File: config.mk
export PLATFORM = sky130hd
export DESIGN_NAME = hazard_controller_flat
export DESIGN_NICKNAME = d
export VERILOG_FILES = /design/src/rtl/hazard_controller_pkg.sv /design/src/rtl/hazard_controller_if.sv /design/src/rtl/hazard_controller_fwd_select.sv /design/src/rtl/hazard_controller.sv /design/src/flat_wrapper.sv
export SDC_FILE = /design/constraint.sdc
export NUM_CORES = 1
export LEC_CHECK = 0
export BUFFER_PORTS_ARGS = -buffer_cell sky130_fd_sc_hd__buf_2
export CAP_MARGIN = 20
export CORE_AREA = 5 5 106 108
export CTS_CLUSTER_SIZE = 30
export DETAILED_ROUTE_END_ITERATION = 7
export DIE_AREA = 0 0 111 113
export PLACE_DENSITY = 0.63
export SLEW_MARGIN = 10
export SYNTH_ARGS = -nofsm -noshare
export SYNTH_HDL_FRONTEND = slang
export SYNTH_SLANG_ARGS = --single-unit
File: constraint.sdc
create_clock -name i_clk -period 4.92 [get_ports i_clk]
set_input_delay 0.738 -clock i_clk [delete_from_list [all_inputs] [get_ports i_clk]]
set_output_delay 0.738 -clock i_clk [all_outputs]
set_load 0.01 [all_outputs]
File: src/rtl/hazard_controller_pkg.sv
// Shared types for the RV32 hazard controller:
// forwarding selects, FSM states and the x0 register index.
package rapid_pkg;

   typedef enum logic [1:0] {
      FWD_NONE = 2'd0,
      FWD_MEM  = 2'd1,
      FWD_WB   = 2'd2
   } fwd_sel_t;

   typedef enum logic {
      HZ_RUN,
      HZ_MDU_WAIT
   } hz_state_t;

   localparam logic [4:0] REG_X0 = 5'd0;

endpackage

File: src/rtl/hazard_controller_if.sv
// Pipeline <-> hazard controller bundle.
// master: pipeline side (drives i_*), slave: controller (drives o_*).
import rapid_pkg::*;

interface hazard_controller_if #(
   parameter int CNT_W = 32
);
   logic             i_id_valid;
   logic [4:0]       i_id_rs1;
   logic [4:0]       i_id_rs2;
   logic [4:0]       i_ex_rs1;
   logic [4:0]       i_ex_rs2;
   logic [4:0]       i_ex_rd;
   logic             i_ex_reg_write;
   logic             i_ex_mem_read;
   logic             i_ex_mdu_valid;
   logic             i_ex_branch_taken;
   logic [4:0]       i_mem_rd;
   logic [4:0]       i_wb_rd;
   logic             i_mem_reg_write;
   logic             i_wb_reg_write;
   logic             i_mdu_done;
   fwd_sel_t         o_fwd_rs1_sel;
   fwd_sel_t         o_fwd_rs2_sel;
   logic             o_stall_if;
   logic             o_stall_id;
   logic             o_stall_ex;
   logic             o_flush_id;
   logic             o_flush_ex;
   logic             o_mdu_start;
   logic             o_mdu_timeout;
   logic [CNT_W-1:0] o_stall_cnt;
   logic [CNT_W-1:0] o_flush_cnt;

   modport master (
      output i_id_valid, i_id_rs1, i_id_rs2,
      output i_ex_rs1, i_ex_rs2, i_ex_rd,
      output i_ex_reg_write, i_ex_mem_read,
      output i_ex_mdu_valid, i_ex_branch_taken,
      output i_mem_rd, i_wb_rd,
      output i_mem_reg_write, i_wb_reg_write,
      output i_mdu_done,
      input  o_fwd_rs1_sel, o_fwd_rs2_sel,
      input  o_stall_if, o_stall_id, o_stall_ex,
      input  o_flush_id, o_flush_ex,
      input  o_mdu_start, o_mdu_timeout,
      input  o_stall_cnt, o_flush_cnt
   );

   modport slave (
      input  i_id_valid, i_id_rs1, i_id_rs2,
      input  i_ex_rs1, i_ex_rs2, i_ex_rd,
      input  i_ex_reg_write, i_ex_mem_read,
      input  i_ex_mdu_valid, i_ex_branch_taken,
      input  i_mem_rd, i_wb_rd,
      input  i_mem_reg_write, i_wb_reg_write,
      input  i_mdu_done,
      output o_fwd_rs1_sel, o_fwd_rs2_sel,
      output o_stall_if, o_stall_id, o_stall_ex,
      output o_flush_id, o_flush_ex,
      output o_mdu_start, o_mdu_timeout,
      output o_stall_cnt, o_flush_cnt
   );
endinterface

File: src/rtl/hazard_controller_fwd_select.sv
// Forwarding source select for one EX operand.
// Ports: rs, mem_rd/mem_wr, wb_rd/wb_wr in; sel out (MEM beats WB).
import rapid_pkg::*;

module fwd_select (
   input  logic [4:0] rs,
   input  logic [4:0] mem_rd,
   input  logic       mem_wr,
   input  logic [4:0] wb_rd,
   input  logic       wb_wr,
   output fwd_sel_t   sel
);
   logic mem_hit;
   logic wb_hit;

   assign mem_hit = mem_wr && (mem_rd != REG_X0) && (mem_rd == rs);
   assign wb_hit  = wb_wr && (wb_rd != REG_X0) && (wb_rd == rs);

   always_comb begin
      sel = FWD_NONE;
      if (rs == REG_X0)
         sel = FWD_NONE;
      else if (mem_hit)
         sel = FWD_MEM;
      else if (wb_hit)
         sel = FWD_WB;
   end
endmodule

File: src/rtl/hazard_controller.sv
// Hazard controller: forwarding, load-use bubble, MDU hold w/ timeout,
// branch flush, saturating stall/flush counters. Ports: i_clk, i_rst_n, hz.
import rapid_pkg::*;

module hazard_controller #(
   parameter int MDU_TIMEOUT = 64,
   parameter int CNT_W       = 32
) (
   input  logic                i_clk,
   input  logic                i_rst_n,
   hazard_controller_if.slave  hz
);
   localparam int TW = (MDU_TIMEOUT > 2) ? $clog2(MDU_TIMEOUT) : 1;
   localparam logic [TW-1:0] TO_LAST = TW'(MDU_TIMEOUT - 1);

   hz_state_t        state, state_nxt;
   logic [TW-1:0]    timer;
   logic [CNT_W-1:0] stall_cnt, flush_cnt;
   logic             to_flag;
   logic             to_hit;
   logic             load_use;
   logic             s_if, s_id, s_ex, f_id, f_ex, start;
   fwd_sel_t         sel1, sel2;

   fwd_select u_fwd_rs1 (
      .rs     (hz.i_ex_rs1),
      .mem_rd (hz.i_mem_rd),
      .mem_wr (hz.i_mem_reg_write),
      .wb_rd  (hz.i_wb_rd),
      .wb_wr  (hz.i_wb_reg_write),
      .sel    (sel1)
   );

   fwd_select u_fwd_rs2 (
      .rs     (hz.i_ex_rs2),
      .mem_rd (hz.i_mem_rd),
      .mem_wr (hz.i_mem_reg_write),
      .wb_rd  (hz.i_wb_rd),
      .wb_wr  (hz.i_wb_reg_write),
      .sel    (sel2)
   );

   assign load_use = hz.i_ex_mem_read && hz.i_ex_reg_write
                  && (hz.i_ex_rd != REG_X0) && hz.i_id_valid
                  && ((hz.i_ex_rd == hz.i_id_rs1)
                   || (hz.i_ex_rd == hz.i_id_rs2));

   always_comb begin
      state_nxt = state;
      s_if      = 1'b0;
      s_id      = 1'b0;
      s_ex      = 1'b0;
      f_id      = 1'b0;
      f_ex      = 1'b0;
      start     = 1'b0;
      to_hit    = 1'b0;
      unique case (state)
         HZ_RUN: begin
            if (hz.i_ex_branch_taken) begin
               f_id = 1'b1;
               f_ex = 1'b1;
            end else if (hz.i_ex_mdu_valid) begin
               start     = 1'b1;
               s_if      = 1'b1;
               s_id      = 1'b1;
               s_ex      = 1'b1;
               state_nxt = HZ_MDU_WAIT;
            end else if (load_use) begin
               s_if = 1'b1;
               s_id = 1'b1;
               f_ex = 1'b1;
            end
         end
         HZ_MDU_WAIT: begin
            // done is checked first so it masks a same-cycle timeout
            if (hz.i_mdu_done) begin
               state_nxt = HZ_RUN;
            end else if (timer == TO_LAST) begin
               to_hit    = 1'b1;
               state_nxt = HZ_RUN;
            end else begin
               s_if = 1'b1;
               s_id = 1'b1;
               s_ex = 1'b1;
            end
         end
      endcase
   end

   always_ff @(posedge i_clk) begin
      if (!i_rst_n) begin
         state     <= HZ_RUN;
         timer     <= '0;
         stall_cnt <= '0;
         flush_cnt <= '0;
         to_flag   <= 1'b0;
      end else begin
         state <= state_nxt;
         if (start)
            timer <= '0;
         else if (state == HZ_MDU_WAIT)
            timer <= timer + 1'b1;
         if (s_id && (stall_cnt != '1))
            stall_cnt <= stall_cnt + 1'b1;
         if (f_id && (flush_cnt != '1))
            flush_cnt <= flush_cnt + 1'b1;
         if (to_hit)
            to_flag <= 1'b1;
      end
   end

   // control outputs are forced quiet while reset is held
   assign hz.o_stall_if    = i_rst_n & s_if;
   assign hz.o_stall_id    = i_rst_n & s_id;
   assign hz.o_stall_ex    = i_rst_n & s_ex;
   assign hz.o_flush_id    = i_rst_n & f_id;
   assign hz.o_flush_ex    = i_rst_n & f_ex;
   assign hz.o_mdu_start   = i_rst_n & start;
   assign hz.o_fwd_rs1_sel = i_rst_n ? sel1 : FWD_NONE;
   assign hz.o_fwd_rs2_sel = i_rst_n ? sel2 : FWD_NONE;
   assign hz.o_mdu_timeout = to_flag;
   assign hz.o_stall_cnt   = stall_cnt;
   assign hz.o_flush_cnt   = flush_cnt;
endmodule
File: src/flat_wrapper.sv
// flat-port wrapper written by rule: the top's interface ports become plain ports
module hazard_controller_flat 
#(
   parameter int MDU_TIMEOUT = 64,
   parameter int CNT_W       = 32
)
  (i_clk, i_rst_n, hz_i_id_valid, hz_i_id_rs1, hz_i_id_rs2, hz_i_ex_rs1, hz_i_ex_rs2, hz_i_ex_rd, hz_i_ex_reg_write, hz_i_ex_mem_read, hz_i_ex_mdu_valid, hz_i_ex_branch_taken, hz_i_mem_rd, hz_i_wb_rd, hz_i_mem_reg_write, hz_i_wb_reg_write, hz_i_mdu_done, hz_o_fwd_rs1_sel, hz_o_fwd_rs2_sel, hz_o_stall_if, hz_o_stall_id, hz_o_stall_ex, hz_o_flush_id, hz_o_flush_ex, hz_o_mdu_start, hz_o_mdu_timeout, hz_o_stall_cnt, hz_o_flush_cnt);
  hazard_controller_if #(.CNT_W(CNT_W)) hz_i ();
  input  logic i_clk;
  input  logic i_rst_n;
  input wire logic [$bits(hz_i.i_id_valid)-1:0] hz_i_id_valid;
  input wire logic [$bits(hz_i.i_id_rs1)-1:0] hz_i_id_rs1;
  input wire logic [$bits(hz_i.i_id_rs2)-1:0] hz_i_id_rs2;
  input wire logic [$bits(hz_i.i_ex_rs1)-1:0] hz_i_ex_rs1;
  input wire logic [$bits(hz_i.i_ex_rs2)-1:0] hz_i_ex_rs2;
  input wire logic [$bits(hz_i.i_ex_rd)-1:0] hz_i_ex_rd;
  input wire logic [$bits(hz_i.i_ex_reg_write)-1:0] hz_i_ex_reg_write;
  input wire logic [$bits(hz_i.i_ex_mem_read)-1:0] hz_i_ex_mem_read;
  input wire logic [$bits(hz_i.i_ex_mdu_valid)-1:0] hz_i_ex_mdu_valid;
  input wire logic [$bits(hz_i.i_ex_branch_taken)-1:0] hz_i_ex_branch_taken;
  input wire logic [$bits(hz_i.i_mem_rd)-1:0] hz_i_mem_rd;
  input wire logic [$bits(hz_i.i_wb_rd)-1:0] hz_i_wb_rd;
  input wire logic [$bits(hz_i.i_mem_reg_write)-1:0] hz_i_mem_reg_write;
  input wire logic [$bits(hz_i.i_wb_reg_write)-1:0] hz_i_wb_reg_write;
  input wire logic [$bits(hz_i.i_mdu_done)-1:0] hz_i_mdu_done;
  output wire logic [$bits(hz_i.o_fwd_rs1_sel)-1:0] hz_o_fwd_rs1_sel;
  output wire logic [$bits(hz_i.o_fwd_rs2_sel)-1:0] hz_o_fwd_rs2_sel;
  output wire logic [$bits(hz_i.o_stall_if)-1:0] hz_o_stall_if;
  output wire logic [$bits(hz_i.o_stall_id)-1:0] hz_o_stall_id;
  output wire logic [$bits(hz_i.o_stall_ex)-1:0] hz_o_stall_ex;
  output wire logic [$bits(hz_i.o_flush_id)-1:0] hz_o_flush_id;
  output wire logic [$bits(hz_i.o_flush_ex)-1:0] hz_o_flush_ex;
  output wire logic [$bits(hz_i.o_mdu_start)-1:0] hz_o_mdu_start;
  output wire logic [$bits(hz_i.o_mdu_timeout)-1:0] hz_o_mdu_timeout;
  output wire logic [$bits(hz_i.o_stall_cnt)-1:0] hz_o_stall_cnt;
  output wire logic [$bits(hz_i.o_flush_cnt)-1:0] hz_o_flush_cnt;
  assign hz_i.i_id_valid = hz_i_id_valid;
  assign hz_i.i_id_rs1 = hz_i_id_rs1;
  assign hz_i.i_id_rs2 = hz_i_id_rs2;
  assign hz_i.i_ex_rs1 = hz_i_ex_rs1;
  assign hz_i.i_ex_rs2 = hz_i_ex_rs2;
  assign hz_i.i_ex_rd = hz_i_ex_rd;
  assign hz_i.i_ex_reg_write = hz_i_ex_reg_write;
  assign hz_i.i_ex_mem_read = hz_i_ex_mem_read;
  assign hz_i.i_ex_mdu_valid = hz_i_ex_mdu_valid;
  assign hz_i.i_ex_branch_taken = hz_i_ex_branch_taken;
  assign hz_i.i_mem_rd = hz_i_mem_rd;
  assign hz_i.i_wb_rd = hz_i_wb_rd;
  assign hz_i.i_mem_reg_write = hz_i_mem_reg_write;
  assign hz_i.i_wb_reg_write = hz_i_wb_reg_write;
  assign hz_i.i_mdu_done = hz_i_mdu_done;
  assign hz_o_fwd_rs1_sel = hz_i.o_fwd_rs1_sel;
  assign hz_o_fwd_rs2_sel = hz_i.o_fwd_rs2_sel;
  assign hz_o_stall_if = hz_i.o_stall_if;
  assign hz_o_stall_id = hz_i.o_stall_id;
  assign hz_o_stall_ex = hz_i.o_stall_ex;
  assign hz_o_flush_id = hz_i.o_flush_id;
  assign hz_o_flush_ex = hz_i.o_flush_ex;
  assign hz_o_mdu_start = hz_i.o_mdu_start;
  assign hz_o_mdu_timeout = hz_i.o_mdu_timeout;
  assign hz_o_stall_cnt = hz_i.o_stall_cnt;
  assign hz_o_flush_cnt = hz_i.o_flush_cnt;
  hazard_controller #(.MDU_TIMEOUT(MDU_TIMEOUT), .CNT_W(CNT_W)) u_core (.i_clk(i_clk), .i_rst_n(i_rst_n), .hz(hz_i));
endmodule
Word-level counts from Yosys, hierarchy flattened

Cells that the tools add are included.

Input port bits: 45
Flip-flop bits (word level): 72
Memories kept: 0
Latch bits: 0
ROM bits: 0
RAM bits: 0

Shift operators: 0
Divide/modulo/power cells: 0
Magnitude comparators: 0
Mux-type cells: 26
Bitwise gates (word level): 7
Add/subtract/negate cells: 3
Multiply operators: 0
Reductions and logical operators: 19
Equality and inequality tests: 9

Operator list:

| operator                                                        | number |
|---|---|
| 32-bit by 1-bit adder with 32-bit output, second input constant | 2 |
| 32-bit inequality test, second input constant                   | 2 |
| 5-bit equality test                                             | 6 |
| 1-bit 2-to-1 mux                                                | 16 |
| 2-bit 2-to-1 mux                                                | 8 |
| 5-bit nonzero test                                              | 3 |
| 1-bit logical AND                                               | 12 |
| 5-bit logical NOT                                               | 2 |
| 6-bit by 1-bit adder with 6-bit output, second input constant   | 1 |
| 6-bit equality test, second input constant                      | 1 |
| 1-bit AND                                                       | 5 |
| 1-bit one-hot mux with 2 select lines                           | 2 |
| 1-bit NOT                                                       | 2 |
| 2-bit OR reduction                                              | 1 |
| 1-bit logical OR                                                | 1 |

Depth between registers and ports, before layout

Gate-level depths: netlist of run 1.

Word-level depth: 9
Gate-level depth with buffers: 9
Depth with buffers taken out: 7

Cells and area by module

A second synthesis of run 1 with hierarchy kept.

Cell total of the unflattened synthesis: 467
Area, all modules: 3,877.5 µm²

Modules (own cells, without submodules):

| module            | times used | cells each | seq. area each (µm²) | area an instance (µm²) |
|---|---|---|---|---|
| hazard_controller | 1          | 429        | 1,441.4              | 3,597.2 |
| fwd_select        | 2          | 19         | 0.0                  | 140.1 |

Least setup slack after synthesis of run 1

No wires, ideal clock.

Path type: input to output
From: input port hz_i_mem_rd[0]
To: output port hz_o_fwd_rs1_sel[1]
Buffers on the path: 0
Cell stages on the path: 4
Required time: 4.182 ns
Data arrival time: 2.098 ns
Slack: 2.084 ns
Cell sequence: or4_1 -> o21ai_0 -> nor3_1 -> nor4_1

Longest elaborated chain between the ends: 6
Elaborated cells between the ends (all ways): 7

RTL lines:

| element             | RTL line                           | text |
|---|---|---|
| start: declaration  | flat_wrapper.sv:21                 | `input wire logic [$bits(hz_i.i_mem_rd)-1:0] hz_i_mem_rd;` |
| 5-bit nonzero test  | hazard_controller_fwd_select.sv:16 | `assign mem_hit = mem_wr && (mem_rd != REG_X0) && (mem_rd == rs);` |
| 1-bit logical AND   | hazard_controller_fwd_select.sv:16 |  |
| 1-bit logical AND * | hazard_controller_fwd_select.sv:16 |  |
| 2-bit 2-to-1 mux *  | hazard_controller_fwd_select.sv:23 | `else if (mem_hit)` |
| 2-bit 2-to-1 mux *  | hazard_controller_fwd_select.sv:21 | `if (rs == REG_X0)` |
| 2-bit 2-to-1 mux *  | hazard_controller.sv:119           | `assign hz.o_fwd_rs1_sel = i_rst_n ? sel1 : FWD_NONE;` |
| end: declaration    | flat_wrapper.sv:26                 | `output wire logic [$bits(hz_i.o_fwd_rs1_sel)-1:0] hz_o_fwd_rs1_sel;` |

Every way passes the cells marked *; elsewhere a longest branch is shown, timed or not.

Worst setup path after layout of run 1

Same ends and word-level chain as after synthesis.

==> results of run 1 <==
-- path summary, 6_finish.rpt --
path,start,cells past startpoint,end,slack [ps]
worst max-delay path,hz_i_mem_rd[0],6,hz_o_fwd_rs1_sel[1],1790
worst min-delay path,u_core.hz.o_mdu_timeout$_SDFFE_PN0P_,2,u_core.hz.o_mdu_timeout$_SDFFE_PN0P_,490
worst max register to register,u_core.state$_SDFF_PN0_,7,u_core.hz.o_stall_cnt[9]$_SDFFE_PN0P_,2160
worst min register to register,u_core.hz.o_mdu_timeout$_SDFFE_PN0P_,2,u_core.hz.o_mdu_timeout$_SDFFE_PN0P_,490
-- sequential cells by signal (all words and copies together), names as in the netlist --
register	count
u_core.hz.o_mdu_timeout	1
u_core.timer	6
u_core.hz.o_stall_cnt	32
u_core.hz.o_flush_cnt	32
u_core.state	1
-- power groups by stage --
stage,clock [mW],combinational (mW),sequential (mW)
finish,0.452,0.117,0.593
global route,0.492,0.130,0.594
CTS,0.463,0.114,0.592
detailed placement,0,0.114,0.606
global placement,0,0.111,0.606
floorplan,0,0.0683,0.605
-- metrics by stage --
| stage | power, mW | area (sq um) | cells | util [%] | hold slack [ps] |
|---|---|---|---|---|---|
| 6_report | 1.162 | 4907 | 735 | 48.40 | 490.6 |
| 5_1_grt | 1.215 | 4907 | 735 | 48.40 | 516.1 |
| 4_1_cts | 1.170 | 4880 | 734 | 48.13 | 487.1 |
| 3_5_place_dp | 0.7195 | 4695 | 718 | 46.30 | 458.3 |
| 3_3_place_gp | 0.7169 | 4695 | 718 | 46.30 | 458.0 |
| 2_1_floorplan | 0.6731 | 3999 | 481 | - | 453.9 |
-- worst max-delay path: stages --
cell and delay, ps:
buf_2 130, or4_1 500, o21ai_0 360, nor3_1 120
nor4_1 340, buf_2 200
-- layout by cell type (no fill, tap or decap), types with 13 or more instances in the layout --
master	n
and3_1	14
dfxtp_1	72
nand4_1	23
xor2_1	38
nand2_1	40
buf_2	119
a21oi_1	22
and4_1	13
nand3_1	28
xnor2_1	27
or4_1	18
nor2_1	46
o21ai_0	16
-- layer usage --
metal | routed length, um | vias up
li1 | - | 2001
met3 | 580 | 9
met2 | 5236 | 103
met5 | 0 | -
met4 | 121 | 0
met1 | 5094 | 1840
-- synthesized netlist by cell type, drive strengths merged (2+ instances only) --
library cell	instances	area, sq um
o21ai	16	80.08
o31a	2	17.52
a21oi	22	110.1
dfxtp	72	1441
and4	13	113.9
ha	3	37.54
nand2	40	150.1
o41ai	3	26.28
nor3	8	40.04
xnor2	27	236.5
or4	18	135.1
a311oi	2	35.04
nand3	29	150.1
and3	14	87.58
o311ai	2	17.52
clkbuf	13	48.80
xor2	38	332.8
and2	9	56.30
nand4	24	156.4
o211ai	5	37.54
nor4	10	62.56
inv	7	26.28
a31oi	4	25.02
buf	7	36.28
nand2b	7	43.79
mux2i	6	60.06
nor2	46	172.7
or3	8	50.05
o31ai	12	90.09
-- final cells by class --
| class | count | area share [%] |
|---|---|---|
| Tap cell | 136 | 3.468 |
| Inverter | 8 | 0.6119 |
| Multi-Input combinational cell | 381 | 49.77 |
| Timing Repair Buffer | 122 | 13.00 |
| Clock buffer | 9 | 2.524 |
| Sequential cell | 72 | 29.37 |
| Clock inverter | 7 | 1.249 |
-- kinds of logic after synthesis --
group | synth area share [%]
DFF | 36.04
xor gates and xnor gates | 14.24
buffers and inverters | 2.879
muxes | 1.502
adders and majority gates | 0.9388
and+or+nand+nor | 31.85
AOI/OAI and AO/OA | 12.55
==> impl_metrics.yaml, run 1 <==
timing:
  max_slew_margin_pct: 53.42
  rsz0062_at_grt: "false"
  fin_ws_ps: 1793
  setup_tns_ps: 0
  fin_crit_sh_pct: 63.56
  setup-violations-final: 0
  worstMarginPinSlew_ps: 698.7
  hold_viol: 0
  fin_skew_ps: 15.46
  clock.fmax_mhz: 319.8
  slew_viol_final: 0
  fin_crit_ps: 3127
finish:
  multi_input_area_sq_um: 2442
  antenna_cells: 0
  num-nets-final: 642
  area_growth_pct: 22.72
  drive_gt1_share_pct: 23.87
  fillers: 1026
  final-seq-area_sq_um: 1441
place:
  pre_cts_ws_ps: 1423
  place_hpwl_mm: 8.287
  gp_congestion: 0.9215
  portBuffers: 119
pwr:
  vdd_drop_max_uv: 126.5
  combPwrFrac_pct: 10.1
  leakagePower_nw: 1.970
  power_frac_seq_pct: 51.0
  p_clk_share_pct: 38.9
  netSwitchingFraction_pct: 28.77
  pwr_density_cell_nw_per_um2: 236.8
  net-switching-power_mw: 0.3344
  p_int_mw: 0.8276
detailed_routing:
  dr.pass1.iters: 4
  drt_iter0_drc: 252
  vias_per_cell: 5.378
  ant_nets: 0
  drc: 0
  routed_wl_mm: 11.03
  vias: 3953
  wire_per_inst_um: 15.01
clocking:
  cts_resized: 0
  cts.root.buffer_cell: "clkbuf_8"
  htree_levels: 3
  numCtsBuffers: 9
  cts_tree: "done"
  clk_pin_slew_worst_paths_ps: 80
  cts.path.max_buffers: 2
  holdBufCountCts: 0
  postCtsSetupBuffers: 0
  cts_sinks: 72
  clkLatencyLatePin_ps: 350
yosys:
  ys_types: 48
  ys_warn_count: 0
  synth-seq-cells: 72
  synth_fp_nets: 529
  yosysSeqAreaShare_pct: 36.05
  avgSynthCellArea_sq_um: 8.314
  synth_flop_cell: "dfxtp_1"
  async_reset_ff_share_pct: 0
  netlist_area_sq_um: 3999
  syn_inst: 481
  synth_enable_flop_cells: 0
status:
  status: "finished, final reports clean"
setup_path:
  cp_data_required_time_ps: 4180
  path_max_fanout: 4
  critical_path_class: "in -> out"
  end_kind: "output pin"
  crit_arrival_ps: 2390
  crit_path_start_kind: "input port"
global_routing:
  gr-total-overflow: 0
  use_met1_pct: 23.55
  busiest_layer: "met2"
  grt_pass1_vias: 3646
  grt_max_degree: 42
  grt_antenna_before_repair: 0
  use_met3_pct: 3.316
  track_usage_pct: 17.42
  grt_pass1_wl_mm: 18.45
  grtUsageMet2_pct: 28.68
floorplanning:
  fp.dieH_um: 113
  num_io_pins: 120
  die-width_um: 111
  start_util_pct: 39.44
  die-area_sq_um: 12540
  design.core.area_sq_um: 10140
  rows: 37
run:
  cap_violations: 0
hold_path:
  min_path_type: "reg -> reg"
(Power assumes the default switching activity.)
==> inputs of run 2 (changes only) <==
Settings changed: PLACE_DENSITY 0.63 to 0.65.
Clock period 4.92 ns to 2.8 ns, I/O delays scaled along.
==> run 2 against run 1 <==
Effect of this change: setup slack lost 1600 ps; non-clock buffer count grew 5; clock power grew 100%; routed wire length grew 1.0%; design area grew 1.2%; clock skew shrank 7.7 ps; global-route usage grew 0.056 points; critical path type unchanged.
==> impl_metrics.yaml, run 2 (same netlist as run 1, synthesis figures left out) <==
global_routing:
  gr-total-overflow: 0
  track_usage_pct: 17.47
  grt_pass1_wl_mm: 18.56
  grt_pass1_vias: 3863
  grt_antenna_before_repair: 0
  grt_max_degree: 42
setup_path:
  cp_data_required_time_ps: 2380
  end_kind: "output pin"
  rrSetupSlack_ps: 230
  path_cells: "buf_2 -> or4_1 -> o211ai_1 -> nand2_1 -> and3_1 -> buf_2"
  critical_path_buf_inv_count: 2
  cpPeakStageDelay_ps: 600
  crit_family: "simple AND/OR/NAND/NOR gates"
  crit_slowest_cell: "or4_1"
  path_max_fanout: 6
  critical_path_class: "in -> out"
  crit_path_start_kind: "input port"
  rr_worst_depth: 7
  crit_arrival_ps: 2190
  timing.rr.start: "u_core.hz.o_stall_cnt[0]$_SDFFE_PN0P_"
  r2r_end: "u_core.hz.o_stall_cnt[30]$_SDFFE_PN0P_"
  crit_top_cell: "buf_2"
timing:
  clock.fmax_mhz: 382.8
  fin_crit_sh_pct: 93.31
  fin_ws_ps: 187.4
  rsz0062_at_grt: "false"
  setup-violations-final: 0
  fin_crit_ps: 2613
  worstMarginPinSlew_ps: 697.9
  setup_tns_ps: 0
  hold_slack_ps: 392.2
  hold_viol: 0
  slew_viol_final: 0
  fin_skew_ps: 7.723
  max_slew_margin_pct: 53.11
clocking:
  cts.path.max_buffers: 2
  cts_resized: 0
  holdBufCountCts: 0
  cts_tree: "done"
  cts.root.buffer_cell: "clkbuf_8"
  cts_sinks: 72
  clk_pin_slew_worst_paths_ps: 80
  numCtsBuffers: 9
  postCtsSetupBuffers: 0
  clkLatencyLatePin_ps: 340
  htree_levels: 3
place:
  portBuffers: 119
  pre_cts_ws_ps: 241.1
  gp_congestion: 0.8209
  place_hpwl_mm: 8.402
  dp_cells: 724
finish:
  fillers: 992
  final_common_cell: "buf_2"
  drive_gt1_share_pct: 24.38
  layout_common_cells: "buf_2, dfxtp_1, nor2_1, nand2_1, xor2_1"
  layout.cells.non_filler: 739
  antenna_cells: 0
  num-nets-final: 647
  fin_util_pct: 49.01
  area_growth_pct: 24.25
floorplanning:
  fp.dieH_um: 113
  die-width_um: 111
  design.core.area_sq_um: 10140
  rows: 37
  start_util_pct: 39.44
  die-area_sq_um: 12540
  num_io_pins: 120
detailed_routing:
  vias: 3994
  routed_wl_mm: 11.15
  wire_per_inst_um: 15.08
  vias_per_cell: 5.405
  ant_nets: 0
  dr.pass1.iters: 4
  drt_iter0_drc: 193
  drc: 0
pwr:
  vdd_drop_max_uv: 293.9
  leakagePower_nw: 2.004
  pwr_density_cell_nw_per_um2: 435.2
status:
  status: "finished, final reports clean"
hold_path:
  min_path_cells: 4
  hold_end: "u_core.hz.o_mdu_timeout$_SDFFE_PN0P_"
  min_path_type: "in -> reg"
  min_from: "hz_i_mdu_done"
run:
  cap_violations: 0
## run 2: cell count changes in the layout (fill, tap and decap cells not counted), sizes merged
| cell | previous run | this run |
|---|---|---|
| bufinv | 0 | 2 |
| inv | 11 | 9 |
| buf | 122 | 127 |
| clkinv | 2 | 1 |
## run 2: worst reg2reg max path, stage by stage (launching register included)
cell and delay (ps):
dfxtp_1 420, ha_1 280, nand3_1 120, or4_1 580, a311oi_4 430, nand3_2 120, or4_1 410, a21oi_1 140
## run 2: where the power goes
part / total, mW / leakage [nW] / switching (mW) / internal (mW)
combinational: 0.215 / 1.32 / 0.126 / 0.0894
clock: 0.908 / 0.102 / 0.405 / 0.503
sequential: 1.04 / 0.580 / 0.00898 / 1.03
total: 2.16 / 2.00 / 0.540 / 1.62
## run 2: stage by stage
step	power [mW]	area, sq um
2_1_floorplan	1.183	3999
4_1_cts	2.198	4969
3_5_place_dp	1.277	4752
5_1_grt	2.255	4969
3_3_place_gp	1.272	4752
6_report	2.162	4969
## run 2: worst max-delay path by stage
stage                                          start                                endpoint  slack (ps)  cells past startpoint
3_3_place_gp                           hz_i_ex_rd[0]                           hz_o_stall_if         250                      6
5_1_grt        u_core.hz.o_stall_cnt[0]$_SDFFE_PN0P_  u_core.hz.o_stall_cnt[30]$_SDFFE_PN0P_         120                      7
4_1_cts                                hz_i_ex_rd[0]                           hz_o_stall_if         240                      6
3_5_place_dp                           hz_i_ex_rd[0]                           hz_o_stall_if         240                      6
6_report                               hz_i_ex_rd[0]                           hz_o_stall_if         190                      6
2_1_floorplan  u_core.hz.o_stall_cnt[0]$_SDFFE_PN0P_  u_core.hz.o_stall_cnt[30]$_SDFFE_PN0P_         500                      8
## run 2: final cells by class
class	count	area, sq um	share of cell area [%]
timing repair buffer	127	668.1	13.45
multi-input combinational	381	2442	49.16
inverter	8	30.03	0.6044
clock inverter	6	92.59	1.864
tap	136	170.2	3.425
clock buffer	9	123.9	2.493
sequential	72	1441	29.01
## run 2: routing by layer
| metal | routed length [um] | vias to the layer above | global-route usage [%] |
|---|---|---|---|
| met2 | 5474 | 87 | 29.94 |
| met5 | 0 | - | 0 |
| met1 | 5155 | 1899 | 22.61 |
| met4 | 65 | 0 | 4.598 |
| met3 | 450 | 4 | 3.422 |
| li1 | - | 2004 | - |
